`src/rtl/sbox_layer_sched_masked_if.sv`:
```
// Bus bundle between the S-box layer scheduler and its neighbours: the round datapath,
// the PRNG and the shared masked S-box instance.
interface sbox_layer_sched_masked_if #(
    parameter int FRESH_W = 13
);
    logic               in_valid;
    logic               in_ready;
    logic [63:0]        in_s0;
    logic [63:0]        in_s1;
    logic               rnd_valid;
    logic               rnd_ready;
    logic [FRESH_W-1:0] rnd_data;
    logic [3:0]         sb_in_s0;
    logic [3:0]         sb_in_s1;
    logic [FRESH_W-1:0] sb_fresh;
    logic               sb_rst;
    logic               sb_synch;
    logic [3:0]         sb_out_s0;
    logic [3:0]         sb_out_s1;
    logic               out_valid;
    logic               out_ready;
    logic [63:0]        out_s0;
    logic [63:0]        out_s1;
    logic               err;

    // slave: the scheduler itself; master: everything around it
    modport slave (
        input  in_valid, in_s0, in_s1, rnd_valid, rnd_data, sb_synch, sb_out_s0, sb_out_s1,
               out_ready,
        output in_ready, rnd_ready, sb_in_s0, sb_in_s1, sb_fresh, sb_rst, out_valid, out_s0,
               out_s1, err
    );

    modport master (
        output in_valid, in_s0, in_s1, rnd_valid, rnd_data, sb_synch, sb_out_s0, sb_out_s1,
               out_ready,
        input  in_ready, rnd_ready, sb_in_s0, sb_in_s1, sb_fresh, sb_rst, out_valid, out_s0,
               out_s1, err
    );
endinterface

```
`src/rtl/sbox_layer_sched_masked.sv`:
```
// Runs a 2-share 64-bit state nibble by nibble through one shared masked S-box, fetching
// fresh randomness per nibble and restarting the S-box gating controller between nibbles.
//
//   state | meaning
//   IDLE  | waiting for a state to process (in_ready high)
//   FETCH | waiting for a fresh randomness word for nibble idx
//   RUN   | S-box running on nibble idx, waiting for Synch
//   CAPT  | writing the S-box result into nibble idx of the output shares
//   DONE  | result presented until the consumer takes it
module sbox_layer_sched_masked #(
    parameter int NIBBLES = 16,
    parameter int LATENCY = 11,
    parameter int FRESH_W = 13
) (
    input logic                      clk,
    input logic                      rst,
    sbox_layer_sched_masked_if.slave bus
);
    localparam int IDX_W = $clog2(NIBBLES);
    localparam int CNT_W = $clog2(LATENCY + 3);

    typedef enum logic [2:0] {IDLE, FETCH, RUN, CAPT, DONE} state_e;

    state_e             state_q, state_d;
    logic [63:0]        sh_s0_q, sh_s0_d, sh_s1_q, sh_s1_d;
    logic [63:0]        out_s0_q, out_s0_d, out_s1_q, out_s1_d;
    logic [IDX_W-1:0]   idx_q, idx_d;
    logic [CNT_W-1:0]   run_cnt_q, run_cnt_d;
    logic [3:0]         sb_in_s0_q, sb_in_s0_d, sb_in_s1_q, sb_in_s1_d;
    logic [FRESH_W-1:0] sb_fresh_q, sb_fresh_d;
    logic               sb_rst_q, sb_rst_d;
    logic               in_ready_q, in_ready_d;
    logic               rnd_ready_q, rnd_ready_d;
    logic               out_valid_q, out_valid_d;
    logic               err_q, err_d;

    always_comb begin
        state_d    = state_q;
        sh_s0_d    = sh_s0_q;
        sh_s1_d    = sh_s1_q;
        out_s0_d   = out_s0_q;
        out_s1_d   = out_s1_q;
        idx_d      = idx_q;
        run_cnt_d  = run_cnt_q;
        sb_in_s0_d = sb_in_s0_q;
        sb_in_s1_d = sb_in_s1_q;
        sb_fresh_d = sb_fresh_q;
        err_d      = err_q;
        case (state_q)
            IDLE: begin
                if (bus.in_valid && in_ready_q) begin
                    sh_s0_d  = bus.in_s0;
                    sh_s1_d  = bus.in_s1;
                    out_s0_d = '0;
                    out_s1_d = '0;
                    idx_d    = '0;
                    err_d    = 1'b0;
                    state_d  = FETCH;
                end
            end
            FETCH: begin
                // S-box operands only ever change here, so they are stable for the whole run
                if (bus.rnd_valid && rnd_ready_q) begin
                    sb_fresh_d = bus.rnd_data;
                    sb_in_s0_d = sh_s0_q[{idx_q, 2'b00} +: 4];
                    sb_in_s1_d = sh_s1_q[{idx_q, 2'b00} +: 4];
                    run_cnt_d  = '0;
                    state_d    = RUN;
                end
            end
            RUN: begin
                run_cnt_d = run_cnt_q + CNT_W'(1);
                if (bus.sb_synch) begin
                    state_d = CAPT;
                end else if (run_cnt_q == CNT_W'(LATENCY + 1)) begin
                    err_d   = 1'b1;
                    state_d = IDLE;
                end
            end
            CAPT: begin
                out_s0_d[{idx_q, 2'b00} +: 4] = bus.sb_out_s0;
                out_s1_d[{idx_q, 2'b00} +: 4] = bus.sb_out_s1;
                if (idx_q == IDX_W'(NIBBLES - 1)) begin
                    state_d = DONE;
                end else begin
                    idx_d   = idx_q + IDX_W'(1);
                    state_d = FETCH;
                end
            end
            DONE: begin
                if (bus.out_ready) begin
                    state_d = IDLE;
                end
            end
            default: state_d = IDLE;
        endcase
        // handshake and S-box control outputs are registered copies of the next state
        in_ready_d  = (state_d == IDLE);
        rnd_ready_d = (state_d == FETCH);
        sb_rst_d    = (state_d != RUN);
        out_valid_d = (state_d == DONE);
    end

    always_ff @(posedge clk or negedge rst) begin
        if (!rst) begin
            state_q     <= IDLE;
            sh_s0_q     <= '0;
            sh_s1_q     <= '0;
            out_s0_q    <= '0;
            out_s1_q    <= '0;
            idx_q       <= '0;
            run_cnt_q   <= '0;
            sb_in_s0_q  <= '0;
            sb_in_s1_q  <= '0;
            sb_fresh_q  <= '0;
            sb_rst_q    <= 1'b1;
            in_ready_q  <= 1'b0;
            rnd_ready_q <= 1'b0;
            out_valid_q <= 1'b0;
            err_q       <= 1'b0;
        end else begin
            state_q     <= state_d;
            sh_s0_q     <= sh_s0_d;
            sh_s1_q     <= sh_s1_d;
            out_s0_q    <= out_s0_d;
            out_s1_q    <= out_s1_d;
            idx_q       <= idx_d;
            run_cnt_q   <= run_cnt_d;
            sb_in_s0_q  <= sb_in_s0_d;
            sb_in_s1_q  <= sb_in_s1_d;
            sb_fresh_q  <= sb_fresh_d;
            sb_rst_q    <= sb_rst_d;
            in_ready_q  <= in_ready_d;
            rnd_ready_q <= rnd_ready_d;
            out_valid_q <= out_valid_d;
            err_q       <= err_d;
        end
    end

    assign bus.in_ready  = in_ready_q;
    assign bus.rnd_ready = rnd_ready_q;
    assign bus.sb_in_s0  = sb_in_s0_q;
    assign bus.sb_in_s1  = sb_in_s1_q;
    assign bus.sb_fresh  = sb_fresh_q;
    assign bus.sb_rst    = sb_rst_q;
    assign bus.out_valid = out_valid_q;
    assign bus.out_s0    = out_s0_q;
    assign bus.out_s1    = out_s1_q;
    assign bus.err       = err_q;
endmodule
```
`src/flat_wrapper.sv`:
```
// flat-port wrapper written by rule: the top's interface ports become plain ports
module sbox_layer_sched_masked_flat 
#(
    parameter int NIBBLES = 16,
    parameter int LATENCY = 11,
    parameter int FRESH_W = 13
)
  (clk, rst, bus_in_valid, bus_in_s0, bus_in_s1, bus_rnd_valid, bus_rnd_data, bus_sb_synch, bus_sb_out_s0, bus_sb_out_s1, bus_out_ready, bus_in_ready, bus_rnd_ready, bus_sb_in_s0, bus_sb_in_s1, bus_sb_fresh, bus_sb_rst, bus_out_valid, bus_out_s0, bus_out_s1, bus_err);
  sbox_layer_sched_masked_if #(.FRESH_W(FRESH_W)) bus_i ();
  input logic clk;
  input logic rst;
  input wire logic [$bits(bus_i.in_valid)-1:0] bus_in_valid;
  input wire logic [$bits(bus_i.in_s0)-1:0] bus_in_s0;
  input wire logic [$bits(bus_i.in_s1)-1:0] bus_in_s1;
  input wire logic [$bits(bus_i.rnd_valid)-1:0] bus_rnd_valid;
  input wire logic [$bits(bus_i.rnd_data)-1:0] bus_rnd_data;
  input wire logic [$bits(bus_i.sb_synch)-1:0] bus_sb_synch;
  input wire logic [$bits(bus_i.sb_out_s0)-1:0] bus_sb_out_s0;
  input wire logic [$bits(bus_i.sb_out_s1)-1:0] bus_sb_out_s1;
  input wire logic [$bits(bus_i.out_ready)-1:0] bus_out_ready;
  output wire logic [$bits(bus_i.in_ready)-1:0] bus_in_ready;
  output wire logic [$bits(bus_i.rnd_ready)-1:0] bus_rnd_ready;
  output wire logic [$bits(bus_i.sb_in_s0)-1:0] bus_sb_in_s0;
  output wire logic [$bits(bus_i.sb_in_s1)-1:0] bus_sb_in_s1;
  output wire logic [$bits(bus_i.sb_fresh)-1:0] bus_sb_fresh;
  output wire logic [$bits(bus_i.sb_rst)-1:0] bus_sb_rst;
  output wire logic [$bits(bus_i.out_valid)-1:0] bus_out_valid;
  output wire logic [$bits(bus_i.out_s0)-1:0] bus_out_s0;
  output wire logic [$bits(bus_i.out_s1)-1:0] bus_out_s1;
  output wire logic [$bits(bus_i.err)-1:0] bus_err;
  assign bus_i.in_valid = bus_in_valid;
  assign bus_i.in_s0 = bus_in_s0;
  assign bus_i.in_s1 = bus_in_s1;
  assign bus_i.rnd_valid = bus_rnd_valid;
  assign bus_i.rnd_data = bus_rnd_data;
  assign bus_i.sb_synch = bus_sb_synch;
  assign bus_i.sb_out_s0 = bus_sb_out_s0;
  assign bus_i.sb_out_s1 = bus_sb_out_s1;
  assign bus_i.out_ready = bus_out_ready;
  assign bus_in_ready = bus_i.in_ready;
  assign bus_rnd_ready = bus_i.rnd_ready;
  assign bus_sb_in_s0 = bus_i.sb_in_s0;
  assign bus_sb_in_s1 = bus_i.sb_in_s1;
  assign bus_sb_fresh = bus_i.sb_fresh;
  assign bus_sb_rst = bus_i.sb_rst;
  assign bus_out_valid = bus_i.out_valid;
  assign bus_out_s0 = bus_i.out_s0;
  assign bus_out_s1 = bus_i.out_s1;
  assign bus_err = bus_i.err;
  sbox_layer_sched_masked #(.NIBBLES(NIBBLES), .LATENCY(LATENCY), .FRESH_W(FRESH_W)) u_core (.clk(clk), .rst(rst), .bus(bus_i));
endmodule
```
`config.mk`:
```
export PLATFORM = sky130hd
export DESIGN_NAME = sbox_layer_sched_masked_flat
export DESIGN_NICKNAME = d
export VERILOG_FILES = /design/src/rtl/sbox_layer_sched_masked_if.sv /design/src/rtl/sbox_layer_sched_masked.sv /design/src/flat_wrapper.sv
export SDC_FILE = /design/constraint.sdc
export NUM_CORES = 1
export LEC_CHECK = 0
export CORE_AREA = 2 2 171 173
export CTS_CLUSTER_SIZE = 16
export DETAILED_ROUTE_END_ITERATION = 8
export DIE_AREA = 0 0 173 175
export GPL_TIMING_DRIVEN = 1
export HOLD_SLACK_MARGIN = 0.05
export PLACE_DENSITY = 0.76
export REMOVE_ABC_BUFFERS = 1
export SLEW_MARGIN = 20
export SYNTH_ARGS = -nofsm -noshare
export SYNTH_HDL_FRONTEND = slang
export SYNTH_SLANG_ARGS = --single-unit
```
`constraint.sdc`:
```
create_clock -name clk -period 2.72 [get_ports clk]
set_input_delay 0.68 -clock clk [delete_from_list [all_inputs] [get_ports clk]]
set_output_delay 0.68 -clock clk [all_outputs]
set_load 0.1 [all_outputs]
```
==> qor.csv <==
stage;metric;value;unit
power_and_ir_drop;leakage;8.37;nW
clocking;cts_max_level;1;
timing;setup_viol;0;
critical_path;crit_path_end_kind;flip-flop;
power_and_ir_drop;clkPwrFrac;25.6;%
critical_path;crit_chain;inv_1, ha_1, nand2b_1, o21ai_0, a31oi_1, a22o_1;
placed_design;gp_congestion;0.797;
global_routing;grt_pass1_vias;10100;
timing;rsz0062_at_grt;false;
timing;fmax;404;MHz
routing;routedWlPerCell;18.5;um
critical_path;cp_max_fo;13;
critical_path;worstPathBufferInverterCount;1;
clocking;cts_setup_buffers;0;
timing;period_share;91.0;%
global_routing;grtUsageTotal;22.6;%
timing;max_slew_margin;46.6;%
clocking;cts_tree;built;
job;max_cap_viol_count;0;
yosys;ys_types;58;
yosys;ys.flop_type;dfrtp_1;
global_routing;grt_max_degree;72;
floorplanning;die_x;173;um
routing;drt-total-wl;34700;um
clocking;cts.sink_count;293;
floorplanning;rows;62;
placed_design;io_buffers;308;
floorplanning;die-area;30300;um2
global_routing;grt_pass1_wl;54900;um
yosys;ys_seq_area_share;58.4;%
critical_path;path_delay_family;compound AO/OA/AOI/OAI gates;
clocking;hold_buffers;0;
critical_path;worstSetupPathType;flip-flop to flip-flop;
clocking;root_buffer;clkbuf_16;
routing;dr.pass1.iters;5;
status;status;completed;
floorplanning;start_util;44.2;%
power_and_ir_drop;p_per_area;1020;nW/um2
power_and_ir_drop;p_total;17.2;mW
yosys;synth_warnings;0;
timing;skew;0.0147;ns
timing;drv_slew;0;
timing;period_minus_slack;2.47;ns
clocking;clk_pin_slew;0.06;ns
power_and_ir_drop;p_sw;6.76;mW
final_layout;diodes;0;
yosys;ys_top_cells_by_count;469 x nand2_1, 292 x dfrtp_1, 97 x a22o_1;
critical_path;cpMaxStageDelayCell;ha_1;
clocking;cts_made_buffers;31;
yosys;synth_area;12600;um2
final_layout;area_growth;33.9;%
clocking;cts_resized;0;
floorplanning;die_y;175;um
final_layout;drive_above_1_share;20.0;%
yosys;yosysTopAreaCellShare;58.2;%
yosys;synth.area.top_cells;dfrtp_1 58%, nand2_1 14%, a22o_1 6.8%;
yosys;postSynthCellCount;1170;
floorplanning;num_io_pins;309;
critical_path;slowest_delay;0.48;ns
clocking;clockBufferDepth;3;
yosys;syn_area_per_cell;10.7;um2
critical_path;start_kind;flip-flop;
hold_path;hp-class;input pin to async pin;
timing;finalSetupTns;0;ns
yosys;synth-seq-cells;293;
yosys;synth_top_cell_by_area;dfrtp_1;
yosys;yosysMostFrequentCell;nand2_1;
critical_path;cp.arrival;2.90;ns
power_and_ir_drop;ir_drop;503;uV
power_and_ir_drop;p_comb_share;37.9;%
floorplanning;coreArea;28400;um2
routing;vias;9943;
routing;antenna_left;0;
routing;viasPerCell;5.29;
power_and_ir_drop;seq_power_share;36.5;%
power_and_ir_drop;internal-power;10.4;mW
routing;drt_iter0_drc;686;
power_and_ir_drop;p_sw_share;39.4;%
timing;tightestPinTransition;0.797;ns
global_routing;gr-total-overflow;0;
global_routing;antenna_found_initial;0;
final_layout;fin_nets;1636;
routing;drt_drc_violations_left;0;
critical_path;required;3.14;ns
clocking;clk_latency;0.55;ns
yosys;synthArstFlopShare;100;%
timing;hold_violations;0;
placed_design;dpl.hpwl;24200;um
yosys;synth_edf_count;0;
==> placed cells by master, fill, tap and decap left out, types with 6 or more instances in the layout <==
cell and n:
clkbuf_16 31, mux2i_1 26, nand3_1 28, nand2_1 468
clkdlybuf4s50_1 153, nor2_1 13, dfrtp_1 290, ha_1 7
buf_4 178, a31oi_1 7, mux4_2 34, o21ai_0 22
buf_12 9, clkbuf_1 6, a22o_1 97, a21oi_1 14
inv_1 13
==> area by class of cell <==
type / instances / area (um2)
clock buffers: 42 / 867
clock inverters: 14 / 205
fillers: 2403 / 11600
inverters: 14 / 52.6
multi-input cells: 793 / 4810
flip-flops and latches: 293 / 7340
well taps: 384 / 480
repair buffers: 341 / 3060
==> power by group through the flow <==
stage | Clock, mW | Sequential, mW | Combinational (mW)
after floorplan | 0 | 8.17 | 2.77
after global placement | 0 | 6.26 | 6.38
after detailed placement | 0 | 6.32 | 6.53
after CTS | 4.48 | 6.26 | 6.55
after global routing | 4.67 | 6.39 | 7.00
final | 4.40 | 6.26 | 6.50
==> metal layers <==
| layer | share of wire [%] | vias up | global-route usage [%] | routed length [um] |
|---|---|---|---|---|
| met1 | 41 | 4949 | 29.1 | 14400 |
| li1 | - | 4597 | - | - |
| met4 | 3.5 | 0 | 8.05 | 1220 |
| met2 | 49 | 330 | 38.3 | 17100 |
| met5 | 0 | - | 0 | 0 |
| met3 | 5.9 | 67 | 4.40 | 2040 |
==> per-stage QoR <==
step	instances	hold slack, ns	setup WS [ns]	cell area (um2)	util, %
after floorplan	1100	0.384	-2.21	12200	-
after global placement	1825	0.453	0.206	15700	55.4
after detailed placement	1825	0.457	0.169	15700	55.4
after CTS	1881	0.120	0.300	16800	59.2
after global routing	1881	0.139	0.130	16800	59.2
final	1881	0.114	0.246	16800	59.2
==> sequential cells by signal (all words and copies together) (netlist names) <==
signal,count
u_core.run_cnt_q,4
u_core.bus.in_ready,1
u_core.bus.sb_in_s1,4
u_core.bus.sb_rst,1
u_core.state_q,3
u_core.bus.out_valid,1
u_core.bus.err,1
u_core.bus.rnd_ready,1
u_core.bus.sb_in_s0,4
u_core.bus.out_s1,64
u_core.idx_q,4
u_core.sh_s0_q,64
u_core.bus.sb_fresh,13
u_core.sh_s1_q,64
u_core.bus.out_s0,64
==> kinds of logic (layout without fill, tap and decap cells) <==
family / Yosys count / after routing / synth area share (%)
AOI/OAI and AO/OA: 168 / 168 / 10.8
DFF: 293 / 293 / 58.4
muxes: 60 / 60 / 8.17
xor gates and xnor gates: 3 / 3 / 0.209
adders and majority gates: 7 / 7 / 0.698
buffers and inverters: 84 / 411 / 3.40
and+or+nand+nor: 555 / 555 / 18.3
==> final timing paths <==
| kind | endpoint | from | cells after the start | slack, ns |
|---|---|---|---|---|
| min in group clk | u_core.sh_s1_q[32] | u_core.sh_s1_q[32] | 2 | 0.47 |
| max reg2reg | u_core.bus.out_s1[57] | u_core.idx_q[0] | 6 | 0.25 |
| min | u_core.sh_s1_q[26] | rst | 1 | 0.11 |
| max | u_core.bus.out_s1[57] | u_core.idx_q[0] | 6 | 0.25 |
| max in group asynchronous | u_core.sh_s0_q[26] | rst | 2 | 1.88 |
| min reg2reg | u_core.sh_s1_q[32] | u_core.sh_s1_q[32] | 2 | 0.47 |
(Power assumes the default switching activity.)
